`config.mk`:
```
export PLATFORM = sky130hd
export DESIGN_NAME = jsilicon_alu_exec_flat
export DESIGN_NICKNAME = d
export VERILOG_FILES = /design/src/rtl/jsilicon_alu_exec_if.sv /design/src/rtl/jsilicon_alu_exec.sv /design/src/flat_wrapper.sv
export SDC_FILE = /design/constraint.sdc
export NUM_CORES = 1
export LEC_CHECK = 0
export ABC_CLOCK_PERIOD_IN_PS = 32299
export BUFFER_PORTS_ARGS = -buffer_cell sky130_fd_sc_hd__buf_2
export CAP_MARGIN = 10
export CORE_MARGIN = 2
export CORE_UTILIZATION = 60
export CTS_BUF_LIST = sky130_fd_sc_hd__clkbuf_4 sky130_fd_sc_hd__clkbuf_8
export DETAILED_ROUTE_END_ITERATION = 12
export PLACE_DENSITY = 0.82
export SKIP_CTS_REPAIR_TIMING = 1
export SYNTH_ARGS = -nofsm -noshare
export SYNTH_HDL_FRONTEND = slang
export SYNTH_SLANG_ARGS = --single-unit
```
`constraint.sdc`:
```
create_clock -name clk -period 32.3 [get_ports clk]
set_input_delay 6.46 -clock clk [delete_from_list [all_inputs] [get_ports clk]]
set_output_delay 6.46 -clock clk [all_outputs]
set_load 0.01 [all_outputs]
```
`src/rtl/jsilicon_alu_exec_if.sv`:
```
// jsilicon_alu_exec_if: operand/opcode input and result output handshakes of the ALU execute stage
interface jsilicon_alu_exec_if #(parameter int TAG_W = 4);
  logic             in_valid;
  logic             in_ready;
  logic [2:0]       in_op;
  logic [7:0]       in_a;
  logic [7:0]       in_b;
  logic [TAG_W-1:0] in_tag;
  logic             out_valid;
  logic             out_ready;
  logic [15:0]      out_res;
  logic [3:0]       out_flags;
  logic [TAG_W-1:0] out_tag;
  modport master (output in_valid, in_op, in_a, in_b, in_tag, out_ready,
                  input  in_ready, out_valid, out_res, out_flags, out_tag);
  modport slave  (input  in_valid, in_op, in_a, in_b, in_tag, out_ready,
                  output in_ready, out_valid, out_res, out_flags, out_tag);
endinterface

```
`src/rtl/jsilicon_alu_exec.sv`:
```
// jsilicon_alu_exec: ALU execute stage feeding a result FIFO; JSI_PERF_CNT_EN adds perf_ops/perf_err counters
module jsilicon_alu_exec #(
  parameter int RES_DEPTH = 2,
  parameter int TAG_W     = 4
) (
  input logic clk,
  input logic rst,
  jsilicon_alu_exec_if.slave bus
`ifdef JSI_PERF_CNT_EN
  ,
  output logic [15:0] perf_ops,
  output logic [7:0]  perf_err
`endif
);
  localparam int PW = $clog2(RES_DEPTH);
  localparam int CW = PW + 1;
  logic [8:0]  sum;
  logic [7:0]  minus, quot, rem;
  logic [15:0] multiply, res;
  logic        dbz, illegal, carry, push, pop;
  logic [3:0]  flags;
  logic [15:0]      res_mem_q [RES_DEPTH];
  logic [3:0]       flags_mem_q [RES_DEPTH];
  logic [TAG_W-1:0] tag_mem_q [RES_DEPTH];
  logic [PW-1:0] wr_ptr_q, wr_ptr_d, rd_ptr_q, rd_ptr_d;
  logic [CW-1:0] cnt_q, cnt_d;
  always_comb begin
    sum      = {1'b0, bus.in_a} + {1'b0, bus.in_b};
    minus    = bus.in_a - bus.in_b;
    multiply = {8'h00, bus.in_a} * {8'h00, bus.in_b};
    illegal  = bus.in_op > 3'd4;
    dbz      = bus.in_op == 3'd3 && bus.in_b == 8'h00;
    quot     = dbz ? 8'h00 : bus.in_a / bus.in_b;
    rem      = dbz ? 8'h00 : bus.in_a % bus.in_b;
    res      = bus.in_op == 3'd0 ? {8'h00, sum[7:0]} :
               bus.in_op == 3'd1 ? {8'h00, minus} :
               bus.in_op == 3'd2 ? multiply :
               bus.in_op == 3'd3 ? {rem, quot} :
               bus.in_op == 3'd4 ? {8'h00, bus.in_a} : 16'h0000;
    carry    = bus.in_op == 3'd0 ? sum[8] :
               bus.in_op == 3'd1 ? bus.in_a < bus.in_b :
               bus.in_op == 3'd2 ? |multiply[15:8] : 1'b0;
    flags    = {illegal, dbz, carry, res == 16'h0000};
  end
  assign bus.in_ready  = cnt_q != CW'(RES_DEPTH);
  assign bus.out_valid = cnt_q != '0;
  assign bus.out_res   = bus.out_valid ? res_mem_q[rd_ptr_q] : '0;
  assign bus.out_flags = bus.out_valid ? flags_mem_q[rd_ptr_q] : '0;
  assign bus.out_tag   = bus.out_valid ? tag_mem_q[rd_ptr_q] : '0;
  assign push = bus.in_valid && bus.in_ready;
  assign pop  = bus.out_valid && bus.out_ready;
  always_comb begin
    wr_ptr_d = push ? wr_ptr_q + PW'(1) : wr_ptr_q;
    rd_ptr_d = pop ? rd_ptr_q + PW'(1) : rd_ptr_q;
    cnt_d    = push && !pop ? cnt_q + CW'(1) :
               !push && pop ? cnt_q - CW'(1) : cnt_q;
  end
  always_ff @(posedge clk) begin
    if (rst) begin
      wr_ptr_q <= '0;
      rd_ptr_q <= '0;
      cnt_q    <= '0;
    end else begin
      wr_ptr_q <= wr_ptr_d;
      rd_ptr_q <= rd_ptr_d;
      cnt_q    <= cnt_d;
    end
  end
  // Storage needs no reset: the head is masked to zero whenever the count is zero.
  always_ff @(posedge clk) begin
    if (push) begin
      res_mem_q[wr_ptr_q]   <= res;
      flags_mem_q[wr_ptr_q] <= flags;
      tag_mem_q[wr_ptr_q]   <= bus.in_tag;
    end
  end
`ifdef JSI_PERF_CNT_EN
  logic [15:0] perf_ops_q, perf_ops_d;
  logic [7:0]  perf_err_q, perf_err_d;
  always_comb begin
    perf_ops_d = push && perf_ops_q != '1 ? perf_ops_q + 16'd1 : perf_ops_q;
    perf_err_d = push && (dbz || illegal) && perf_err_q != '1 ? perf_err_q + 8'd1 : perf_err_q;
  end
  always_ff @(posedge clk) begin
    if (rst) begin
      perf_ops_q <= '0;
      perf_err_q <= '0;
    end else begin
      perf_ops_q <= perf_ops_d;
      perf_err_q <= perf_err_d;
    end
  end
  assign perf_ops = perf_ops_q;
  assign perf_err = perf_err_q;
`endif
endmodule
```
`src/flat_wrapper.sv`:
```
// flat-port wrapper written by rule: the top's interface ports become plain ports
module jsilicon_alu_exec_flat 
#(
  parameter int RES_DEPTH = 2,
  parameter int TAG_W     = 4
)
  (clk, rst, bus_in_valid, bus_in_op, bus_in_a, bus_in_b, bus_in_tag, bus_out_ready, bus_in_ready, bus_out_valid, bus_out_res, bus_out_flags, bus_out_tag);
  jsilicon_alu_exec_if #(.TAG_W(TAG_W)) bus_i ();
  input logic clk;
  input logic rst;
  input wire logic [$bits(bus_i.in_valid)-1:0] bus_in_valid;
  input wire logic [$bits(bus_i.in_op)-1:0] bus_in_op;
  input wire logic [$bits(bus_i.in_a)-1:0] bus_in_a;
  input wire logic [$bits(bus_i.in_b)-1:0] bus_in_b;
  input wire logic [$bits(bus_i.in_tag)-1:0] bus_in_tag;
  input wire logic [$bits(bus_i.out_ready)-1:0] bus_out_ready;
  output wire logic [$bits(bus_i.in_ready)-1:0] bus_in_ready;
  output wire logic [$bits(bus_i.out_valid)-1:0] bus_out_valid;
  output wire logic [$bits(bus_i.out_res)-1:0] bus_out_res;
  output wire logic [$bits(bus_i.out_flags)-1:0] bus_out_flags;
  output wire logic [$bits(bus_i.out_tag)-1:0] bus_out_tag;
  assign bus_i.in_valid = bus_in_valid;
  assign bus_i.in_op = bus_in_op;
  assign bus_i.in_a = bus_in_a;
  assign bus_i.in_b = bus_in_b;
  assign bus_i.in_tag = bus_in_tag;
  assign bus_i.out_ready = bus_out_ready;
  assign bus_in_ready = bus_i.in_ready;
  assign bus_out_valid = bus_i.out_valid;
  assign bus_out_res = bus_i.out_res;
  assign bus_out_flags = bus_i.out_flags;
  assign bus_out_tag = bus_i.out_tag;
  jsilicon_alu_exec #(.RES_DEPTH(RES_DEPTH), .TAG_W(TAG_W)) u_core (.clk(clk), .rst(rst), .bus(bus_i));
endmodule
```
**Word level (Yosys, flattened, before mapping)**

Memories as Yosys holds them, arrays and structs flattened. A register that Yosys moved wholly into a read port is not among the register bits.
Index checks and enable logic that the tools add are counted.

- $add $sub $neg: 6
- $mul: 1
- Divide/modulo/power cells: 2
- $lt $le $gt $ge: 2
- Equality and inequality tests: 5
- Mux-type cells: 23
- Reductions and logical operators: 13

Operator list:

| kind | number |
|---|---|
| $mux 16 | 5 |
| $mux 8 | 3 |
| $logic_not 16->1 | 1 |
| $mul 8x8->16 | 1 |
| $mux 1 | 11 |
| $add 8x8->9 | 1 |
| $div 8x8->8 | 1 |
| $logic_not 8->1 | 1 |
| $lt 8x8->1 | 1 |
| $mod 8x8->8 | 1 |
| $mux 4 | 2 |
| $reduce_or 8->1 | 1 |
| $sub 8x8->8 | 1 |
| $eq 3x2->1 const B | 2 |
| $logic_and 1x1->1 | 5 |
| $mux 2 | 2 |
| $reduce_bool 2->1 | 2 |
| $eq 3x1->1 const B | 1 |
| $eq 3x3->1 const B | 1 |
| $gt 3x3->1 const B | 1 |
| $logic_not 3->1 | 1 |
| $add 1x1->1 const B | 2 |
| $add 2x1->2 const B | 1 |
| $logic_not 1->1 | 2 |
| other kinds (2) | 2 |

- Bits in registers: 4
- RAM bits: 48
- Bits of input ports: 27
- Output and inout port bits: 26
- Word-level logic and storage cells: 58
- Memories: 3

Memory list:

| memory | depth | width | rd ports | clocked after Yosys merged registers in | wr ports | line | source |
|---|---|---|---|---|---|---|---|
| u_core.res_mem_q | 2 | 16 | 1 | 1 | 1 | jsilicon_alu_exec.sv:22 | `logic [15:0] res_mem_q [RES_DEPTH];` |
| u_core.flags_mem_q | 2 | 4 | 1 | 1 | 1 | jsilicon_alu_exec.sv:23 | `logic [3:0] flags_mem_q [RES_DEPTH];` |
| u_core.tag_mem_q | 2 | 4 | 1 | 1 | 1 | jsilicon_alu_exec.sv:24 | `logic [TAG_W-1:0] tag_mem_q [RES_DEPTH];` |

**Longest topological paths before layout**

- Depth after elaboration: 8
- Mapped depth: 54
- Gate-level depth less buffers: 52

**Least setup slack after synthesis**

No wires, ideal clock.

- Path type: input to register
- From: input bus_in_b[6]
- To: memory u_core.flags_mem_q[0][0] (data pin)
- Setup time: 0.139 ns
- Data arrival time: 17.910 ns
- Required time: 32.161 ns
- Slack: 14.251 ns
- Stages on the path: 52
- Path buffers: 3
- Cell sequence: clkbuf_1 > nor4_2 > nand3_1 > nor2b_1 > ha_1 > a21oi_1 > nor2_1 > o22a_1 > ha_1 > a211oi_1 > o32ai_1 > nand2_1 > nor3_1 > a21o_1 > ha_1 > a31o_1 > a21oi_1 > a21oi_1 > (+16 left out) > ha_1 > a211o_1 > a21oi_1 > a2bb2oi_1 > clkbuf_1 > nand2_1 > o21ai_0 > inv_1 > fa_1 > nor2b_1 > o31ai_1 > a32oi_1 > mux2i_1 > o2bb2ai_1 > or4_1 > or4b_1 > nor4_1 > and4b_1

- Cells in the longest elaborated chain, start to end: 8
- Elaborated cells on any way between the ends: 14
- Those cells by class: add/sub: 2; mul: 1; div: 2; mux: 6; reduce/logical: 3

Ends and longest elaborated chain:

| item | line | source |
|---|---|---|
| start: declaration | flat_wrapper.sv:14 | `input wire logic [$bits(bus_i.in_b)-1:0] bus_in_b;` |
| parallel branches: the longest is 4 deep, another holds $mod 8x8->8 | - |  |
| $mux 16 (*) | jsilicon_alu_exec.sv:37 | `bus.in_op == 3'd2 ? multiply :` |
| $mux 16 (*) | jsilicon_alu_exec.sv:36 | `bus.in_op == 3'd1 ? {8'h00, minus} :` |
| $mux 16 (*) | jsilicon_alu_exec.sv:35 | `res = bus.in_op == 3'd0 ? {8'h00, sum[7:0]} :` |
| via u_core.res[8] | jsilicon_alu_exec.sv:19 | `logic [15:0] multiply, res;` |
| $logic_not 16->1 (*) | jsilicon_alu_exec.sv:43 | `flags = {illegal, dbz, carry, res == 16'h0000};` |
| via u_core.flags[0] | jsilicon_alu_exec.sv:21 | `logic [3:0] flags;` |
| end: declaration | jsilicon_alu_exec.sv:23 |  |

Mark *: on every way through the listed nets, which the timed path passes.

**Final worst setup path**

- From: input bus_in_b[0]
- To: memory u_core.flags_mem_q[1][0] (data pin)

The elaborated chain is that of the path after synthesis.

==> flow_metrics.tcl <==
set metrics [dict create \
    end_kind "flip-flop" \
    syn_area_mm2 0.00710 \
    rsz0062_at_grt "no" \
    period_needed_ns 20.61 \
    tns_ns 0 \
    cts_made_buffers 5 \
    final_antenna_net_count 0 \
    max_stage_delay_ns 0.97 \
    syn_avg_cell_area_um2 8.60 \
    finalSetupViolCount 0 \
    synth-edff-count 48 \
    synth.net_count 984 \
    total_power_uw 388 \
    period_share_pct 63.8 \
    avgViaCountPerCell 6.32 \
    area_delta_synth_final_pct 5.90 \
    dieHeight_um 113 \
    ios 53 \
    ys_ff_latch 53 \
    power-per-cell-area_mw_per_mm2 51.6 \
    htreeDepth 2 \
    post_drt_wl_per_cell_um 19.0 \
    die_w_um 113 \
    synth.distinct_cells 74 \
    die-area_mm2 0.0127 \
    via_count 6328 \
    numPortBuffers 52 \
    grt_pass1_vias 6179 \
    netlist_instances 826 \
    min_path_type "flip-flop to flip-flop" \
    maxCapViolCount 0 \
    peakVddDrop_v 0.0000640 \
    cts.path.max_buffers 2 \
    yosys_warnings 0 \
    n_antenna_cell 0 \
    place_congestion 0.987 \
    seq_area_frac_synth_pct 21.7 \
    cts_tree "yes" \
    crit_arrival_ns 20.78 \
    fin_worst_skew_ns 0.00743 \
    synthArstFlopShare_pct 0 \
    start_util_pct 62.0 \
    max_slew.worst_pin.slew_ns 1.23 \
    nNetsFinal 1015 \
    crit_fanout 14 \
    first_iter_violations 578 \
    clk_latency_ns 0.31 \
    cp_common_cell "ha_1" \
    maxSlewViolCount 0 \
    start_kind "primary input" \
    grt_util_met3_pct 3.32 \
    hold_ws_ns 0.525 \
    busiest_layer "met2" \
    grt_max_degree 26 \
    outcome "completed" \
    critPathKind "primary input to flip-flop" \
    drt_first_pass_iters 5 \
    fmax_ghz 0.0485 \
    drive_gt1_share_pct 8.97 \
    antenna_found_initial 0 \
    grt.met2_usage_pct 51.0 \
    synthFlopType "edfxtp_1" \
    slew_headroom_pct 18.3 \
    grt.met1_usage_pct 41.0 \
    wl_um 19000 \
    rows 39 \
    leakage_uw 0.00347 \
    globalRoute.totalOverflow 0 \
    worst_path_max_delay_cell "a32oi_1" \
    cts.sinks 53 \
    grt_pass1_wl_um 31400 \
    drc 0 \
    cts_root_buffer "clkbuf_8" \
    core_mm2 0.0115 \
    finalHoldViolCount 0 \
    cp_data_required_time_ns 32.48 \
    grt_usage_pct 30.5 \
    path_clk_slew_ns 0.10 \
    dp_hpwl_um 14900 \
]
==> per-layer routing <==
metal  wire, µm  up-vias
met5          0        -
met3       1420       53
met4        680        0
met2       8950      299
li1           -     2980
met1       8000     2996
==> Yosys cell counts (3+ instances only) <==
master	number	area (µm²)
o21bai_1	4	30.0
nor2b_1	9	56.3
nand2b_1	9	56.3
o211ai_1	10	75.1
nand2_1	78	293
a21oi_1	45	225
inv_1	85	319
and2_1	15	93.8
or3_1	9	56.3
o21a_1	20	150
nor4_1	5	31.3
mux2i_1	33	330
nand3_1	10	50.1
o31ai_1	8	60.1
a31oi_1	6	37.5
o21ai_1	4	20.0
a21o_1	7	52.6
nor3b_1	3	22.5
fa_1	39	781
and3_1	7	43.8
xnor2_1	11	96.3
nor2_1	86	323
ha_1	92	1150
o21ai_0	39	195
nor3_1	17	85.1
o22ai_1	7	43.8
a22oi_1	5	37.5
dfxtp_1	5	100
clkbuf_1	27	101
o2111ai_1	3	26.3
edfxtp_1	48	1440
a211oi_1	5	37.5
xor2_1	20	175
o2bb2ai_1	5	43.8
==> stage by stage <==
stage | setup slack [ns] | util (%) | area, µm² | cells
after detailed placement | 11.77 | 64.8 | 7430 | 993
after global routing | 10.60 | 65.6 | 7520 | 1001
after CTS | 12.04 | 65.6 | 7520 | 1001
final | 11.69 | 65.6 | 7520 | 1001
after floorplan | 14.25 | - | 7100 | 826
after global placement | 12.49 | 64.8 | 7430 | 993
==> sequential cells by signal, indices dropped and copies added, names as in the netlist, named ones only <==
register            count
u_core.tag_mem_q        8
u_core.res_mem_q       32
u_core.flags_mem_q      8
u_core.wr_ptr_q         1
u_core.rd_ptr_q         1
u_core.cnt_q            2
==> report_power, final <==
part | switching (µW) | internal, µW | leakage [µW]
Combinational | 157 | 98.0 | 0.00293
Sequential | 3.98 | 91.8 | 0.000499
Clock | 21.6 | 15.4 | 0.0000445
Total | 183 | 205 | 0.00347
==> layout by cell type (no fill, tap or decap), drive strengths merged, types with 4 or more instances in the layout <==
| master | netlist | final |
|---|---|---|
| nor2 | 87 | 87 |
| buf | 3 | 54 |
| fa | 39 | 39 |
| ha | 92 | 92 |
| clkbuf | 27 | 5 |
| nand3 | 10 | 10 |
| o31ai | 8 | 8 |
| inv | 86 | 87 |
| a21o | 7 | 7 |
| or3 | 9 | 9 |
| a211oi | 5 | 5 |
| and3 | 7 | 7 |
| edfxtp | 48 | 48 |
| xnor2 | 11 | 11 |
| o2bb2ai | 5 | 5 |
| nor4 | 6 | 6 |
| a22oi | 6 | 6 |
| nand2 | 78 | 78 |
| o211ai | 10 | 10 |
| o21bai | 4 | 4 |
| o22ai | 7 | 7 |
| a21oi | 45 | 45 |
| a31oi | 6 | 6 |
| o21a | 20 | 20 |
| nor3 | 18 | 18 |
| o21ai | 43 | 43 |
| dfxtp | 5 | 5 |
| nand2b | 9 | 9 |
| xor2 | 20 | 20 |
| mux2i | 33 | 33 |
| and2 | 15 | 15 |
| nor2b | 9 | 9 |
==> cells by family after synthesis <==
family	synth area share, %
and+or+nand+nor	18.2
AOI/OAI and AO/OA	17.7
adders and majority gates	27.2
buffers and inverters	6.41
DFF	21.7
muxes	4.97
xor gates and xnor gates	3.82
==> layout make-up <==
cell class,instances,area [µm²]
clock inverter,3,21.3
timing repair buffer,54,275
multi-input combinational,656,5110
fill,939,3940
inverter,87,328
clock buffer,5,68.8
tap,143,179
sequential,53,1540
==> path summary, 6_finish.rpt <==
path / startpoint / to / slack, ns / cells after the start
max: bus_in_b[0] / u_core.flags_mem_q[1][0]$_DFFE_PP_ / 11.69 / 52
min: u_core.cnt_q[1]$_SDFFE_PP0P_ / u_core.cnt_q[1]$_SDFFE_PP0P_ / 0.53 / 2
max reg2reg: u_core.cnt_q[0]$_SDFFE_PP0P_ / u_core.res_mem_q[0][3]$_DFFE_PP_ / 30.34 / 3
min reg2reg: u_core.cnt_q[1]$_SDFFE_PP0P_ / u_core.cnt_q[1]$_SDFFE_PP0P_ / 0.53 / 2
==> critical path, delay by kind of cell <==
kind            cells  cell delay, ns
buf+inv             4            0.69
mux                 2            0.57
simple gates       16            4.36
fa+ha+maj           8            2.57
compound gates     22            6.11
No activity file was read; power rests on OpenSTA's default activity.
